===== src/rtl/alu_fib_sequencer_pkg.sv =====
// Shared definitions for the Fibonacci sequencer and the RV32I ALU it drives:
// the ALU control codes and the sequencer state type.
package alu_fib_sequencer_pkg;

  localparam int ALU_CTRL_W = 4;

  localparam logic [ALU_CTRL_W-1:0] ALU_AND  = 4'b0000;
  localparam logic [ALU_CTRL_W-1:0] ALU_OR   = 4'b0001;
  localparam logic [ALU_CTRL_W-1:0] ALU_ADD  = 4'b0010;
  localparam logic [ALU_CTRL_W-1:0] ALU_SUB  = 4'b0110;
  localparam logic [ALU_CTRL_W-1:0] ALU_SLT  = 4'b0111;
  localparam logic [ALU_CTRL_W-1:0] ALU_SLTU = 4'b1000;
  localparam logic [ALU_CTRL_W-1:0] ALU_XOR  = 4'b1001;
  localparam logic [ALU_CTRL_W-1:0] ALU_SLL  = 4'b1010;
  localparam logic [ALU_CTRL_W-1:0] ALU_SRL  = 4'b1011;
  localparam logic [ALU_CTRL_W-1:0] ALU_SRA  = 4'b1100;

  typedef enum logic [1:0] {
    IDLE,
    ADD,
    CHK,
    DONE
  } fib_state_t;

endpackage


===== src/rtl/alu_fib_sequencer_if.sv =====
// Request/result handshakes plus the ALU operand/control bus of the sequencer.
// The slave side is the sequencer; the master side is its parent (or a bench).
interface alu_fib_sequencer_if
  import alu_fib_sequencer_pkg::*;
#(
  parameter int N  = 32,
  parameter int CW = 7
);

  logic                  start_valid;
  logic                  start_ready;
  logic [CW-1:0]         n_in;
  logic                  res_valid;
  logic                  res_ready;
  logic [N-1:0]          res_value;
  logic                  res_overflow;
  logic                  busy;
  logic [N-1:0]          alu_op1;
  logic [N-1:0]          alu_op2;
  logic [ALU_CTRL_W-1:0] alu_ctrl;
  logic [N-1:0]          alu_res;

  modport master (
    output start_valid, n_in, res_ready, alu_res,
    input  start_ready, res_valid, res_value, res_overflow, busy,
           alu_op1, alu_op2, alu_ctrl
  );

  modport slave (
    input  start_valid, n_in, res_ready, alu_res,
    output start_ready, res_valid, res_value, res_overflow, busy,
           alu_op1, alu_op2, alu_ctrl
  );

endinterface


===== src/rtl/alu_fib_sequencer.sv =====
// Iterative Fibonacci controller. Computes F(n) mod 2^N by alternating an
// ALU_ADD (next term) with an ALU_SLTU (wrap test: sum < addend means the
// add carried out) on the shared ALU, and reports a sticky overflow flag.
module alu_fib_sequencer
  import alu_fib_sequencer_pkg::*;
#(
  parameter int N  = 32,
  parameter int CW = 7
) (
  input logic               clk,
  input logic               rst,
  alu_fib_sequencer_if.slave bus
);

  fib_state_t    state, state_n;
  logic [N-1:0]  a, a_n;
  logic [N-1:0]  b, b_n;
  logic [N-1:0]  t, t_n;
  logic [CW-1:0] cnt, cnt_n;
  logic          ovf, ovf_n;

  // State and datapath registers; reset drops any computation in flight.
  always_ff @(posedge clk) begin
    if (rst) begin
      state <= IDLE;
      a     <= '0;
      b     <= '0;
      t     <= '0;
      cnt   <= '0;
      ovf   <= 1'b0;
    end else begin
      state <= state_n;
      a     <= a_n;
      b     <= b_n;
      t     <= t_n;
      cnt   <= cnt_n;
      ovf   <= ovf_n;
    end
  end

  // Next-state/datapath update and output decode; outputs depend only on
  // registered state, so handshake inputs never reach an output directly.
  always_comb begin
    state_n          = state;
    a_n              = a;
    b_n              = b;
    t_n              = t;
    cnt_n            = cnt;
    ovf_n            = ovf;
    bus.start_ready  = 1'b0;
    bus.res_valid    = 1'b0;
    bus.res_value    = '0;
    bus.res_overflow = 1'b0;
    bus.busy         = 1'b0;
    bus.alu_op1      = '0;
    bus.alu_op2      = '0;
    bus.alu_ctrl     = ALU_ADD;

    case (state)
      IDLE: begin
        bus.start_ready = 1'b1;
        if (bus.start_valid) begin
          a_n   = '0;
          ovf_n = 1'b0;
          if (bus.n_in == '0) begin
            b_n     = '0;
            state_n = DONE;
          end else if (bus.n_in == CW'(1)) begin
            b_n     = N'(1);
            state_n = DONE;
          end else begin
            b_n     = N'(1);
            cnt_n   = bus.n_in - CW'(1);
            state_n = ADD;
          end
        end
      end

      ADD: begin
        bus.busy     = 1'b1;
        bus.alu_op1  = a;
        bus.alu_op2  = b;
        bus.alu_ctrl = ALU_ADD;
        t_n          = bus.alu_res;
        state_n      = CHK;
      end

      CHK: begin
        bus.busy     = 1'b1;
        bus.alu_op1  = t;
        bus.alu_op2  = b;
        bus.alu_ctrl = ALU_SLTU;
        if (bus.alu_res[0]) begin
          ovf_n = 1'b1;
        end
        a_n   = b;
        b_n   = t;
        cnt_n = cnt - CW'(1);
        if (cnt == CW'(1)) begin
          state_n = DONE;
        end else begin
          state_n = ADD;
        end
      end

      DONE: begin
        bus.res_valid    = 1'b1;
        bus.res_value    = b;
        bus.res_overflow = ovf;
        if (bus.res_ready) begin
          state_n = IDLE;
        end
      end

      default: begin
        state_n = IDLE;
      end
    endcase
  end

endmodule


===== src/flat_wrapper.sv =====
// flat-port wrapper written by rule: the top's interface ports become plain ports
module alu_fib_sequencer_flat import alu_fib_sequencer_pkg::*;
#(
  parameter int N  = 32,
  parameter int CW = 7
)
  (clk, rst, bus_start_valid, bus_n_in, bus_res_ready, bus_alu_res, bus_start_ready, bus_res_valid, bus_res_value, bus_res_overflow, bus_busy, bus_alu_op1, bus_alu_op2, bus_alu_ctrl);
  alu_fib_sequencer_if #(.N(N), .CW(CW)) bus_i ();
  input logic clk;
  input logic rst;
  input wire logic [$bits(bus_i.start_valid)-1:0] bus_start_valid;
  input wire logic [$bits(bus_i.n_in)-1:0] bus_n_in;
  input wire logic [$bits(bus_i.res_ready)-1:0] bus_res_ready;
  input wire logic [$bits(bus_i.alu_res)-1:0] bus_alu_res;
  output wire logic [$bits(bus_i.start_ready)-1:0] bus_start_ready;
  output wire logic [$bits(bus_i.res_valid)-1:0] bus_res_valid;
  output wire logic [$bits(bus_i.res_value)-1:0] bus_res_value;
  output wire logic [$bits(bus_i.res_overflow)-1:0] bus_res_overflow;
  output wire logic [$bits(bus_i.busy)-1:0] bus_busy;
  output wire logic [$bits(bus_i.alu_op1)-1:0] bus_alu_op1;
  output wire logic [$bits(bus_i.alu_op2)-1:0] bus_alu_op2;
  output wire logic [$bits(bus_i.alu_ctrl)-1:0] bus_alu_ctrl;
  assign bus_i.start_valid = bus_start_valid;
  assign bus_i.n_in = bus_n_in;
  assign bus_i.res_ready = bus_res_ready;
  assign bus_i.alu_res = bus_alu_res;
  assign bus_start_ready = bus_i.start_ready;
  assign bus_res_valid = bus_i.res_valid;
  assign bus_res_value = bus_i.res_value;
  assign bus_res_overflow = bus_i.res_overflow;
  assign bus_busy = bus_i.busy;
  assign bus_alu_op1 = bus_i.alu_op1;
  assign bus_alu_op2 = bus_i.alu_op2;
  assign bus_alu_ctrl = bus_i.alu_ctrl;
  alu_fib_sequencer #(.N(N), .CW(CW)) u_core (.clk(clk), .rst(rst), .bus(bus_i));
endmodule

===== config.mk =====
export PLATFORM = sky130hd
export DESIGN_NAME = alu_fib_sequencer_flat
export DESIGN_NICKNAME = d
export VERILOG_FILES = /design/src/rtl/alu_fib_sequencer_pkg.sv /design/src/rtl/alu_fib_sequencer_if.sv /design/src/rtl/alu_fib_sequencer.sv /design/src/flat_wrapper.sv
export SDC_FILE = /design/constraint.sdc
export NUM_CORES = 1
export LEC_CHECK = 0
export CORE_ASPECT_RATIO = 2
export CORE_MARGIN = 8
export CORE_UTILIZATION = 43
export DETAILED_ROUTE_END_ITERATION = 8
export PLACE_DENSITY = 0.74
export SLEW_MARGIN = 15
export SYNTH_ARGS = -nofsm -noshare
export SYNTH_HDL_FRONTEND = slang
export SYNTH_SLANG_ARGS = --single-unit

===== constraint.sdc =====
create_clock -name clk -period 2.4 [get_ports clk]
set_clock_uncertainty 0.05 [all_clocks]
set_input_delay 0.24 -clock clk [delete_from_list [all_inputs] [get_ports clk]]
set_output_delay 0.24 -clock clk [all_outputs]
set_load 0.005 [all_outputs]

# After elaboration in Yosys (flattened, before gate mapping)
# Cells that the tools add are included.
totals:
  reg_bits: 106
  inputBits: 43
  out_inout_bits: 104
op_classes:
  addsub: 2
  eq_ne: 10
  muxes: 26
  n_reduce_logical: 8
op_table:
  columns: ["op", "count"]
  rows:
  - ["32-bit one-hot mux with 2 select lines", 3]
  - ["32-bit two-way mux", 4]
  - ["7-bit two-way mux", 3]
  - ["7-bit by 1-bit == test with 1-bit output, second input constant", 2]
  - ["7-bit one-hot mux with 2 select lines", 1]
  - ["7-bit by 1-bit subtractor with 7-bit output, second input constant", 2]
  - ["2-bit two-way mux", 5]
  - ["2-bit != test, second input constant", 5]
  - ["2-bit one-hot mux with 4 select lines", 1]
  - ["7-bit logical NOT", 1]
  - ["1-bit two-way mux", 7]
  - ["2-bit == test, second input constant", 2]
  - ["4-bit two-way mux", 1]
  - ["2-bit AND reduction", 2]
  - ["4-bit AND reduction", 1]
  - ["3-bit AND reduction", 1]
  - ["2-bit by 1-bit == test with 1-bit output, second input constant", 1]
  - ["2-bit logical NOT", 1]
  - ["1-bit one-hot mux with 2 select lines", 1]
  - ["2-bit nonzero test", 1]
  - ["2-bit OR reduction", 1]

# Longest topological paths before layout
depth:
  ltp_word: 5
  depth_mapped: 8

# Least setup slack after synthesis
# Ideal clock, no wire load.
synth_timing:
  kind: "register to register"
  from: "register u_core.state[0]"
  to: "register u_core.cnt[6]"
  arrival_time_ns: 1.577
  required_ns: 2.262
  setup_slack_ns: 0.685
  path_stages_with_launch: 8
  path_buffers: 1
  synth_period_minus_slack_ns: 1.715
  path_cell_list: "dfxtp_1 inv_1 ha_1 mux2i_1 a31oi_1 buf_4 nand2_1 o32ai_2"
synth_between:
  elab_chain_cells: 3
synth_rtl:
  columns: ["element", "line_no", "rtl"]
  rows:
  - ["start, declared", "alu_fib_sequencer.sv:15", "fib_state_t state, state_n;"]
  - ["start signal, assigned", "alu_fib_sequencer.sv:32", "state <= state_n;"]
  - ["2-bit logical NOT / 2-bit == test (equally long branches)", "alu_fib_sequencer.sv:59", "case (state)"]
  - ["2-bit != test (no source line) / 2-bit nonzero test (equally long branches)", null, null]
  - ["4-bit AND reduction (no source line)", null, null]
  - ["end signal, assigned", "alu_fib_sequencer.sv:36", "cnt <= cnt_n;"]
  - ["end, declared", "alu_fib_sequencer.sv:19", "logic [CW-1:0] cnt, cnt_n;"]
# Several ways; a longest one is shown, not always the timed one.
# A chain may end at the register's enable or synchronous reset.

# Worst setup path after layout
layout_timing:
  from: "register u_core.state[0]"
  to: "output port bus_alu_op1[24]"
layout_between:
  elab_chain_cells: 2
layout_rtl:
  columns: ["element", "line_no", "rtl"]
  rows:
  - ["2-bit == test / 2-bit by 1-bit == test with 1-bit output (equally long branches)", "alu_fib_sequencer.sv:59", null]
  - ["32-bit one-hot mux with 2 select lines (*)", "alu_fib_sequencer.sv:59", null]
  - ["end, declared", "flat_wrapper.sv:20", "output wire logic [$bits(bus_i.alu_op1)-1:0] bus_alu_op1;"]
# Every way passes the cells marked *; elsewhere a longest branch is shown, timed or not.

==> out/results.ini <==
[synth]
ys_types=49
synth_top_family_by_area=simple AND/OR/NAND/NOR gates
syn_area_per_cell_um2=8.78
netlist_instances=569
synth.area.mux_share_pct=7.61
synth_edf_count=0
synth_compound_area_share_pct=18.2
ys.flop_type=dfxtp_1
ys_seq_area_share_pct=42.5
synthArstFlopShare_pct=0
yosys_register_bits=106
syn_area_um2=5000
synth-simple-area-share_pct=23.7
synth_xor_area_share_pct=0.526
yosysWarningCount=0
synthAdderAreaFrac_pct=2.00

[detailed_routing]
via_per_inst=5.52
drc=0
drt_iter0_drc=247
routedWlPerCell_um=17.4
ant_nets=0
vias=4629
first_pass_iters=5
finalWirelength_um=14600

[finish]
instances_no_fill=839
nFillCells=1023
antenna_cells=0
synthToLayoutAreaGrowth_pct=39.8
postLayoutCellArea_um2=6990
drive_above_1_share_pct=7.32
final_cell_mix=141 x clkdlybuf4s50_1, 106 x nor2_1, 104 x dfxtp_1
finalNetCount=743
final_common_cell=clkdlybuf4s50_1
final_core_util_pct=61.6

[placed_design]
dp_hpwl_um=10400
dp_slack_ns=0.186
port-buffer-count=144
dp.cells=820
postPlaceCellArea_um2=6600
gp_congestion=0.885

[timing]
worst_pin_slew_ns=0.511
min_period_over_period_pct=96.3
finalSetupTns_ns=0
rsz0062_at_grt=no
worst_slack_ns=0.0880
final_hold_viol_count=0
period_minus_slack_ns=2.31
drv_slew=0
holdWs_ns=0.247
setup_viol_count_final=0
relSlewSlack_pct=65.9
fmax_mhz=433

[clock_network]
htreeDepth=3
clk_pin_slew_ns=0.07
cts.path.max_buffers=2
cts_root_buf=clkbuf_16
cts_tree=yes
cts_sinks=106
clk_latency_ns=0.35
cts-buffers-inserted=9

[worst_setup_path]
startpoint_type=flip-flop
crit_type=reg2out
slowest_stage=clkdlybuf4s50_1
cp_num_buf_inv=3
crit_path_max_incr_delay_ns=0.46
critPathCaptureType=output port
r2r_start=u_core.state[0]
crit_start=u_core.state[0]
worstPathCellList=inv_2 > ha_4 > buf_8 > a22oi_1 > nor2b_1 > clkdlybuf4s50_1
crit_arrival_ns=2.02
crit_required_ns=2.11
crit_fanout=19
cp_top_family=buffers and inverters

[global_routing]
antenna_found_initial=0
grt_max_degree=70
grt_pass1_vias=4683
grt_overflow=0
grt_pass1_wl_um=23500
grt_util_all_layers_pct=18.6

[min_path]
hold_start=rst
hold_path_class=in2reg

[floorplanning]
rows=55
initial_core_util_pct=44.0
coreArea_um2=11400
fp.dieH_um=168
num_io_pins=147
die_w_um=92.2
dieArea_um2=15500

[power]
ir_worst_vdd_mv=0.549
powerDensity_nw_per_um2=728
power.leakage_nw=2.50
fin_total_pwr_mw=5.09

[run_status]
status=finished, final reports clean

[job]
cap_viol_max_count=0

[report_power, final]
group	total (mW)	switching (mW)	internal [mW]
Sequential	2.02	0.124	1.90
Clock	1.49	0.663	0.824
Combinational	1.58	0.862	0.721
[routing by layer]
| metal | global-route usage, % | share of wire [%] |
|---|---|---|
| met2 | 34.2 | 53 |
| met1 | 18.3 | 37 |
| met3 | 5.10 | 6.1 |
| met5 | 0 | 0 |
| met4 | 9.39 | 3.5 |
[flip-flops by register name, summed over array words and instances, names as in the netlist]
name / count
u_core.cnt: 7
u_core.t: 32
u_core.a: 32
u_core.ovf: 1
u_core.state: 2
u_core.b: 32
[cell type report]
| class | instances | area, um^2 | area share, % |
|---|---|---|---|
| multi-input cells | 401 | 2670 | 38.2 |
| flip-flops and latches | 106 | 2120 | 30.4 |
| repair buffers | 162 | 1670 | 23.9 |
| clock buffers | 10 | 229 | 3.28 |
| well taps | 142 | 178 | 2.54 |
| clock inverters | 6 | 75.1 | 1.07 |
| inverters | 12 | 45.0 | 0.644 |
[timing repair]
action / CTS / global route
hold buffers: 0 / 0
gates cloned: 0 / 1
setup endpoints to repair: 42 / 23
buffers inserted: 2 / 0
pin swaps: 1 / 0
gates resized for setup: 7 / 6
[final timing paths]
path                                   endpoint  slack [ns]  depth (start not counted)
worst max-delay path            bus_alu_op1[24]        0.09                          6
worst min-delay path              u_core.cnt[0]        0.25                          2
worst max register to register    u_core.cnt[6]        0.58                          8
worst min register to register    u_core.cnt[4]        0.45                          2
[cell families (layout without fill, tap and decap cells)]
group	after synthesis	in the layout
flops	106	106
buf+inv	63	190
fa+ha+maj	8	8
simple gates	229	229
xor+xnor	3	3
compound gates	121	121
other cells	1	2
mux	38	38
[Yosys cell counts (2+ instances only)]
| cell | count | area (um^2) |
|---|---|---|
| a22oi_1 | 95 | 713 |
| ha_1 | 8 | 100 |
| inv_1 | 11 | 41.3 |
| and3b_1 | 2 | 17.5 |
| nor3_1 | 5 | 25.0 |
| a311oi_1 | 2 | 17.5 |
| clkbuf_1 | 27 | 101 |
| nor2_1 | 106 | 398 |
| nor2b_1 | 36 | 225 |
| a21oi_1 | 5 | 25.0 |
| nand2_1 | 4 | 15.0 |
| buf_2 | 14 | 70.1 |
| and2_1 | 65 | 407 |
| buf_1 | 5 | 18.8 |
| a21boi_0 | 2 | 15.0 |
| buf_4 | 5 | 37.5 |
| o22ai_1 | 2 | 12.5 |
| dfxtp_1 | 106 | 2120 |
| mux2i_1 | 38 | 380 |
| xnor2_1 | 2 | 17.5 |
Note: power is estimated with default switching activity, not from simulation.
